### src/rtl/alu_ctrl_pkg.sv
`default_nettype none
// ----------------------------------------------------------------------
// alu_ctrl_pkg: shared state type, default sizing and one-hot helper
// Rev 1.0
// ----------------------------------------------------------------------
package alu_ctrl_pkg;

  localparam int C_N_UNITS_DEF     = 4;
  localparam int C_SEL_W_DEF       = 2;
  localparam int C_TIMEOUT_CYC_DEF = 15;
  localparam int C_CNT_W_DEF       = 4;
  localparam int C_MAX_UNITS       = 16;

  typedef enum logic [0:0] {
    IDLE = 1'b0,
    BUSY = 1'b1
  } state_t;

  // Out-of-range indices encode to all-zero rather than wrapping.
  function automatic logic [C_MAX_UNITS-1:0] onehot_encode(input int unsigned idx);
    logic [C_MAX_UNITS-1:0] v;
    v = '0;
    if (idx < C_MAX_UNITS) v[idx[3:0]] = 1'b1;
    return v;
  endfunction

endpackage
`default_nettype wire

### src/rtl/alu_unit_sequencer_if.sv
`default_nettype none
// ----------------------------------------------------------------------
// alu_unit_sequencer_if: command handshake and execution-unit bus
// Rev 1.0
// ----------------------------------------------------------------------
interface alu_unit_sequencer_if
  import alu_ctrl_pkg::*;
#(
  parameter int N_UNITS = C_N_UNITS_DEF,
  parameter int SEL_W   = C_SEL_W_DEF
);
  logic [SEL_W-1:0]   ALU_FUN;
  logic               FUN_VALID;
  logic               FUN_READY;
  logic [N_UNITS-1:0] UNIT_DONE;
  logic [N_UNITS-1:0] UNIT_ENABLE;
  logic [SEL_W-1:0]   ACTIVE_UNIT;
  logic               OUT_VALID;
  logic               ILLEGAL_FUN;
  logic               TIMEOUT;

  modport master (
    output ALU_FUN, FUN_VALID, UNIT_DONE,
    input  FUN_READY, UNIT_ENABLE, ACTIVE_UNIT, OUT_VALID, ILLEGAL_FUN, TIMEOUT
  );

  modport slave (
    input  ALU_FUN, FUN_VALID, UNIT_DONE,
    output FUN_READY, UNIT_ENABLE, ACTIVE_UNIT, OUT_VALID, ILLEGAL_FUN, TIMEOUT
  );
endinterface
`default_nettype wire

### src/rtl/fun_onehot_dec.sv
`default_nettype none
// ----------------------------------------------------------------------
// fun_onehot_dec: unit index to one-hot enable plus legality flag
// Rev 1.0
// ----------------------------------------------------------------------
module fun_onehot_dec
  import alu_ctrl_pkg::*;
#(
  parameter int N_UNITS = C_N_UNITS_DEF,
  parameter int SEL_W   = C_SEL_W_DEF
) (
  input  logic [SEL_W-1:0]   i_idx,
  output logic [N_UNITS-1:0] o_onehot,
  output logic               o_legal
);

  always_comb begin
    o_legal  = (32'(i_idx) < N_UNITS);
    o_onehot = o_legal ? N_UNITS'(onehot_encode(32'(i_idx))) : '0;
  end

endmodule
`default_nettype wire

### src/rtl/alu_unit_sequencer.sv
`default_nettype none
// ----------------------------------------------------------------------
// alu_unit_sequencer: handshake-driven one-hot unit enable with watchdog
// Rev 1.0
// ----------------------------------------------------------------------
module alu_unit_sequencer
  import alu_ctrl_pkg::*;
#(
  parameter int N_UNITS     = C_N_UNITS_DEF,
  parameter int SEL_W       = C_SEL_W_DEF,
  parameter int TIMEOUT_CYC = C_TIMEOUT_CYC_DEF,
  parameter int CNT_W       = C_CNT_W_DEF
) (
  input logic                 CLK,
  input logic                 RST,
  alu_unit_sequencer_if.slave bus
);

  state_t             r_state;
  logic               r_ready;
  logic [N_UNITS-1:0] r_enable;
  logic [SEL_W-1:0]   r_active;
  logic [CNT_W-1:0]   r_cnt;
  logic               r_out_valid;
  logic               r_illegal;
  logic               r_timeout;

  state_t             w_state_nxt;
  logic [SEL_W-1:0]   w_active_nxt;
  logic [CNT_W-1:0]   w_cnt_nxt;
  logic [CNT_W-1:0]   w_cnt_inc;
  logic               w_out_valid_nxt;
  logic               w_illegal_nxt;
  logic               w_timeout_nxt;
  logic               w_xfer;
  logic               w_done;
  logic               w_expire;
  logic [SEL_W-1:0]   w_dec_idx;
  logic [N_UNITS-1:0] w_dec_onehot;
  logic               w_dec_legal;

  // Decode the incoming code while idle so the enable can register on the
  // transfer edge itself; once busy the latched index keeps it stable.
  assign w_dec_idx = (r_state == IDLE) ? bus.ALU_FUN : r_active;

  fun_onehot_dec #(
    .N_UNITS (N_UNITS),
    .SEL_W   (SEL_W)
  ) u_dec (
    .i_idx    (w_dec_idx),
    .o_onehot (w_dec_onehot),
    .o_legal  (w_dec_legal)
  );

  always_comb begin
    w_state_nxt     = r_state;
    w_active_nxt    = r_active;
    w_cnt_nxt       = r_cnt;
    w_out_valid_nxt = 1'b0;
    w_illegal_nxt   = 1'b0;
    w_timeout_nxt   = 1'b0;
    w_xfer          = bus.FUN_VALID && r_ready;
    // Masking with the one-hot enable honours only the active unit's done.
    w_done          = |(bus.UNIT_DONE & r_enable);
    w_cnt_inc       = r_cnt + CNT_W'(1);
    w_expire        = (w_cnt_inc == CNT_W'(TIMEOUT_CYC));

    case (r_state)
      IDLE: begin
        if (w_xfer) begin
          if (w_dec_legal) begin
            w_state_nxt  = BUSY;
            w_active_nxt = bus.ALU_FUN;
            w_cnt_nxt    = '0;
          end else begin
            w_illegal_nxt = 1'b1;
          end
        end
      end
      BUSY: begin
        w_cnt_nxt = w_cnt_inc;
        if (w_done) begin
          w_out_valid_nxt = 1'b1;
          w_state_nxt     = IDLE;
        end else if (w_expire) begin
          w_timeout_nxt = 1'b1;
          w_state_nxt   = IDLE;
        end
      end
      default: w_state_nxt = IDLE;
    endcase
  end

  always_ff @(posedge CLK or negedge RST) begin
    if (!RST) begin
      r_state     <= IDLE;
      r_ready     <= 1'b0;
      r_enable    <= '0;
      r_active    <= '0;
      r_cnt       <= '0;
      r_out_valid <= 1'b0;
      r_illegal   <= 1'b0;
      r_timeout   <= 1'b0;
    end else begin
      r_state     <= w_state_nxt;
      r_ready     <= (w_state_nxt == IDLE);
      r_enable    <= (w_state_nxt == BUSY) ? w_dec_onehot : '0;
      r_active    <= w_active_nxt;
      r_cnt       <= w_cnt_nxt;
      r_out_valid <= w_out_valid_nxt;
      r_illegal   <= w_illegal_nxt;
      r_timeout   <= w_timeout_nxt;
    end
  end

  assign bus.FUN_READY   = r_ready;
  assign bus.UNIT_ENABLE = r_enable;
  assign bus.ACTIVE_UNIT = r_active;
  assign bus.OUT_VALID   = r_out_valid;
  assign bus.ILLEGAL_FUN = r_illegal;
  assign bus.TIMEOUT     = r_timeout;

endmodule
`default_nettype wire

### src/flat_wrapper.sv
// flat-port wrapper written by rule: the top's interface ports become plain ports
module alu_unit_sequencer_flat import alu_ctrl_pkg::*;
#(
  parameter int N_UNITS     = C_N_UNITS_DEF,
  parameter int SEL_W       = C_SEL_W_DEF,
  parameter int TIMEOUT_CYC = C_TIMEOUT_CYC_DEF,
  parameter int CNT_W       = C_CNT_W_DEF
)
  (CLK, RST, bus_ALU_FUN, bus_FUN_VALID, bus_UNIT_DONE, bus_FUN_READY, bus_UNIT_ENABLE, bus_ACTIVE_UNIT, bus_OUT_VALID, bus_ILLEGAL_FUN, bus_TIMEOUT);
  alu_unit_sequencer_if #(.N_UNITS(N_UNITS), .SEL_W(SEL_W)) bus_i ();
  input logic CLK;
  input logic RST;
  input wire logic [$bits(bus_i.ALU_FUN)-1:0] bus_ALU_FUN;
  input wire logic [$bits(bus_i.FUN_VALID)-1:0] bus_FUN_VALID;
  input wire logic [$bits(bus_i.UNIT_DONE)-1:0] bus_UNIT_DONE;
  output wire logic [$bits(bus_i.FUN_READY)-1:0] bus_FUN_READY;
  output wire logic [$bits(bus_i.UNIT_ENABLE)-1:0] bus_UNIT_ENABLE;
  output wire logic [$bits(bus_i.ACTIVE_UNIT)-1:0] bus_ACTIVE_UNIT;
  output wire logic [$bits(bus_i.OUT_VALID)-1:0] bus_OUT_VALID;
  output wire logic [$bits(bus_i.ILLEGAL_FUN)-1:0] bus_ILLEGAL_FUN;
  output wire logic [$bits(bus_i.TIMEOUT)-1:0] bus_TIMEOUT;
  assign bus_i.ALU_FUN = bus_ALU_FUN;
  assign bus_i.FUN_VALID = bus_FUN_VALID;
  assign bus_i.UNIT_DONE = bus_UNIT_DONE;
  assign bus_FUN_READY = bus_i.FUN_READY;
  assign bus_UNIT_ENABLE = bus_i.UNIT_ENABLE;
  assign bus_ACTIVE_UNIT = bus_i.ACTIVE_UNIT;
  assign bus_OUT_VALID = bus_i.OUT_VALID;
  assign bus_ILLEGAL_FUN = bus_i.ILLEGAL_FUN;
  assign bus_TIMEOUT = bus_i.TIMEOUT;
  alu_unit_sequencer #(.N_UNITS(N_UNITS), .SEL_W(SEL_W), .TIMEOUT_CYC(TIMEOUT_CYC), .CNT_W(CNT_W)) u_core (.CLK(CLK), .RST(RST), .bus(bus_i));
endmodule
### config.mk
export PLATFORM = sky130hd
export DESIGN_NAME = alu_unit_sequencer_flat
export DESIGN_NICKNAME = d
export VERILOG_FILES = /design/src/rtl/alu_ctrl_pkg.sv /design/src/rtl/alu_unit_sequencer_if.sv /design/src/rtl/fun_onehot_dec.sv /design/src/rtl/alu_unit_sequencer.sv /design/src/flat_wrapper.sv
export SDC_FILE = /design/constraint.sdc
export NUM_CORES = 1
export LEC_CHECK = 0
export BUFFER_PORTS_ARGS = -buffer_cell sky130_fd_sc_hd__buf_2
export CAP_MARGIN = 30
export CORE_UTILIZATION = 50
export CTS_CLUSTER_SIZE = 12
export DETAILED_ROUTE_END_ITERATION = 16
export HOLD_SLACK_MARGIN = 0.12
export MAX_ROUTING_LAYER = met4
export PLACE_DENSITY = 0.74
export SLEW_MARGIN = 20
export SYNTH_ARGS = -nofsm -noshare
export SYNTH_HDL_FRONTEND = slang
export SYNTH_SLANG_ARGS = --single-unit
### constraint.sdc
create_clock -name CLK -period 2.1 [get_ports CLK]
set_input_delay 0.42 -clock CLK [delete_from_list [all_inputs] [get_ports CLK]]
set_output_delay 0.42 -clock CLK [all_outputs]
set_load 0.02 [all_outputs]
==> results.json <==
{
  "yosys.area_share.simple": 0.1766,
  "synth_mux_area_frac": 0.1189,
  "synth_area_um2": 715.7,
  "place.gp.congestion": 0.7821,
  "clock_latency_ps": 280,
  "hp-class": "in -> reg",
  "path_clk_slew_ps": 90,
  "synth.area.top_cells": "dfrtp_1 (49%), mux2i_1 (5.6%), nand2_1 (4.7%)",
  "drtPass1Iterations": 4,
  "critical_path.cell_chain": "ha_1 > nand2_1 > nor4b_2 > nor3_2 > and3_1",
  "crit_slowest_cell": "dfrtp_1",
  "max_cap_viol_count": 0,
  "avgViaCountPerCell": 5.316,
  "cts_tree": "yes",
  "ys_warn_count": 0,
  "postCtsHoldBufs": 1,
  "drv_slew": 0,
  "cp_max_fo": 7,
  "cts_made_buffers": 3,
  "power.leakage_uw": 0.0004298,
  "fmax_mhz": 640.4,
  "synth_edf_count": 0,
  "grt_pass1_wl_um": 1952,
  "ys_seq_area_frac": 0.4895,
  "post_cts_buffers": 0,
  "synth.most_common_cell": "dfrtp_1",
  "slowest_delay_ps": 460,
  "drc": 0,
  "wl_um": 1291,
  "hold_slack_ps": 382.8,
  "die_w_um": 39.84,
  "dieArea_um2": 1587,
  "io_pins": 19,
  "drive_gt1_frac": 0.3494,
  "grt_pass1_vias": 464,
  "synth_area_per_cell_um2": 11.36,
  "yosysTopAreaCell": "dfrtp_1",
  "fin_worst_skew_ps": 5.730,
  "fin_crit_ps": 1561,
  "dp.cells": 93,
  "num_vias": 521,
  "synth_compound_area_frac": 0.1154,
  "clockBufferDepth": 2,
  "ys_async_sr_fraction": 1.000,
  "synth_top_family_by_area": "simple AND/OR/NAND/NOR gates",
  "outcome": "finished, final reports clean",
  "final_nets": 95,
  "area_growth_pct": 18.88,
  "core-area_um2": 1318,
  "synth_top_area_share": 0.4895,
  "antenna_found_initial": 0,
  "endpoint_kind": "register",
  "setup_viol_count_final": 0,
  "final_hold_viol_count": 0,
  "worst_setup_path_start_kind": "register",
  "place.port_buffers": 17,
  "drt_iter0_drc": 8,
  "post-route-period-util": 0.7435,
  "place_hpwl_um": 944,
  "ant_nets": 0,
  "clock-root-buffer": "clkbuf_4",
  "synth_fp_nets": 74,
  "totalNegativeSetupSlack_ps": 0,
  "ctsResizeCount": 0,
  "crit_required_ps": 2320,
  "setup_ws_ps": 538.6,
  "power-per-cell-area_nw_per_um2": 1523,
  "place_ws_ps": 536.2,
  "grt_max_degree": 15,
  "wl_per_cell_um": 13.17,
  "synthAdderAreaFrac": 0.03497,
  "vdd_drop_max_mv": 0.8635,
  "yosysUniqueCellTypes": 26,
  "diodes": 0,
  "critPathKind": "reg -> reg",
  "ys_top_cells_by_count": "dfrtp_1 (14), nand2_1 (9), and3_1 (4), mux2i_1 (4)",
  "die-height_um": 39.84,
  "layout.cells.non_filler": 98,
  "synth-seq-cells": 14,
  "synthCells": 63,
  "grt_setup_unrepaired": "false",
  "h-tree-depth": 1,
  "cts.sinks": 14,
  "grt_overflow": 0,
  "synth_top_flop_cell": "dfrtp_1",
  "rows": 13,
  "grt_use_total": 0.2000,
  "initial_core_util": 0.5432,
  "critPathArrivalTime_ps": 1780,
  "synthXorXnorAreaFrac": 0.01224
}
==> logic make-up (layout without fill, tap and decap cells) <==
kind of cell / count (synthesis) / after routing
AO/OA/AOI/OAI: 9 / 9
XOR/XNOR: 1 / 1
adder cells (fa/ha/maj): 2 / 2
buffers and inverters: 6 / 26
flip-flops: 14 / 14
multiplexers: 8 / 8
other: 1 / 1
AND/OR/NAND/NOR: 22 / 22
==> path summary, 6_finish.rpt <==
kind | from | end | slack (ps) | depth (start not counted)
setup / recovery | u_core.r_cnt[0] | u_core.bus.UNIT_ENABLE[1] | 540 | 5
hold / removal | bus_ALU_FUN[1] | u_core.bus.ACTIVE_UNIT[1] | 380 | 2
setup reg to reg | u_core.r_cnt[0] | u_core.bus.UNIT_ENABLE[1] | 540 | 5
hold reg to reg | u_core.bus.ACTIVE_UNIT[1] | u_core.bus.ACTIVE_UNIT[1] | 540 | 1
max in group asynchronous | RST | u_core.bus.ACTIVE_UNIT[1] | 1310 | 2
min in group asynchronous | RST | u_core.r_cnt[3] | 550 | 2
==> flip-flops by register name, indices dropped and copies added, names as in the netlist <==
register,flops
u_core.bus.UNIT_ENABLE,4
u_core.r_cnt,4
u_core.bus.ACTIVE_UNIT,2
u_core.bus.FUN_READY,1
u_core.bus.OUT_VALID,1
u_core.bus.TIMEOUT,1
u_core.r_state,1
==> cell type report <==
type,count,area [µm²]
timing repair buffer,19,102.6
tap,15,18.77
inverter,3,11.26
clock buffer,4,36.28
sequential,14,350.3
fill,101,466.7
multi-input combinational,43,331.6
==> routing by layer <==
metal | routed length, µm | vias up | track usage
li1 | - | 262 | -
met1 | 599 | 239 | 0.2394
met2 | 614 | 16 | 0.3074
met3 | 49 | 4 | 0.03409
met4 | 28 | 0 | 0.1293
met5 | 0 | - | -
==> power breakdown <==
| part | internal [µW] | switching [µW] | total [µW] |
|---|---|---|---|
| clock | 105 | 89.5 | 195 |
| sequential | 390 | 108 | 498 |
| combinational | 255 | 348 | 603 |
==> stage by stage <==
stage / util / area (µm²) / total power (µW)
floorplan: - / 715.7 / 936.0
global placement: 0.6106 / 804.5 / 1085
detailed placement: 0.6106 / 804.5 / 1099
CTS: 0.6458 / 850.8 / 1300
global route: 0.6458 / 850.8 / 1389
finish: 0.6458 / 850.8 / 1296
==> layout by cell type, fill, tap and decap left out, types with 3 or more instances in the layout <==
cell type	n
inv_1	3
mux2_2	3
buf_2	17
clkbuf_4	3
dfrtp_1	14
and3_1	4
mux2i_1	4
nand2_1	9
==> worst max-delay path: cells and delay by family, from the launching register on <==
family / cells / cell delay (ps)
fa+ha+maj: 1 / 300
simple gates: 4 / 740
flops: 1 / 460
Power figures use the tool's default switching activity.
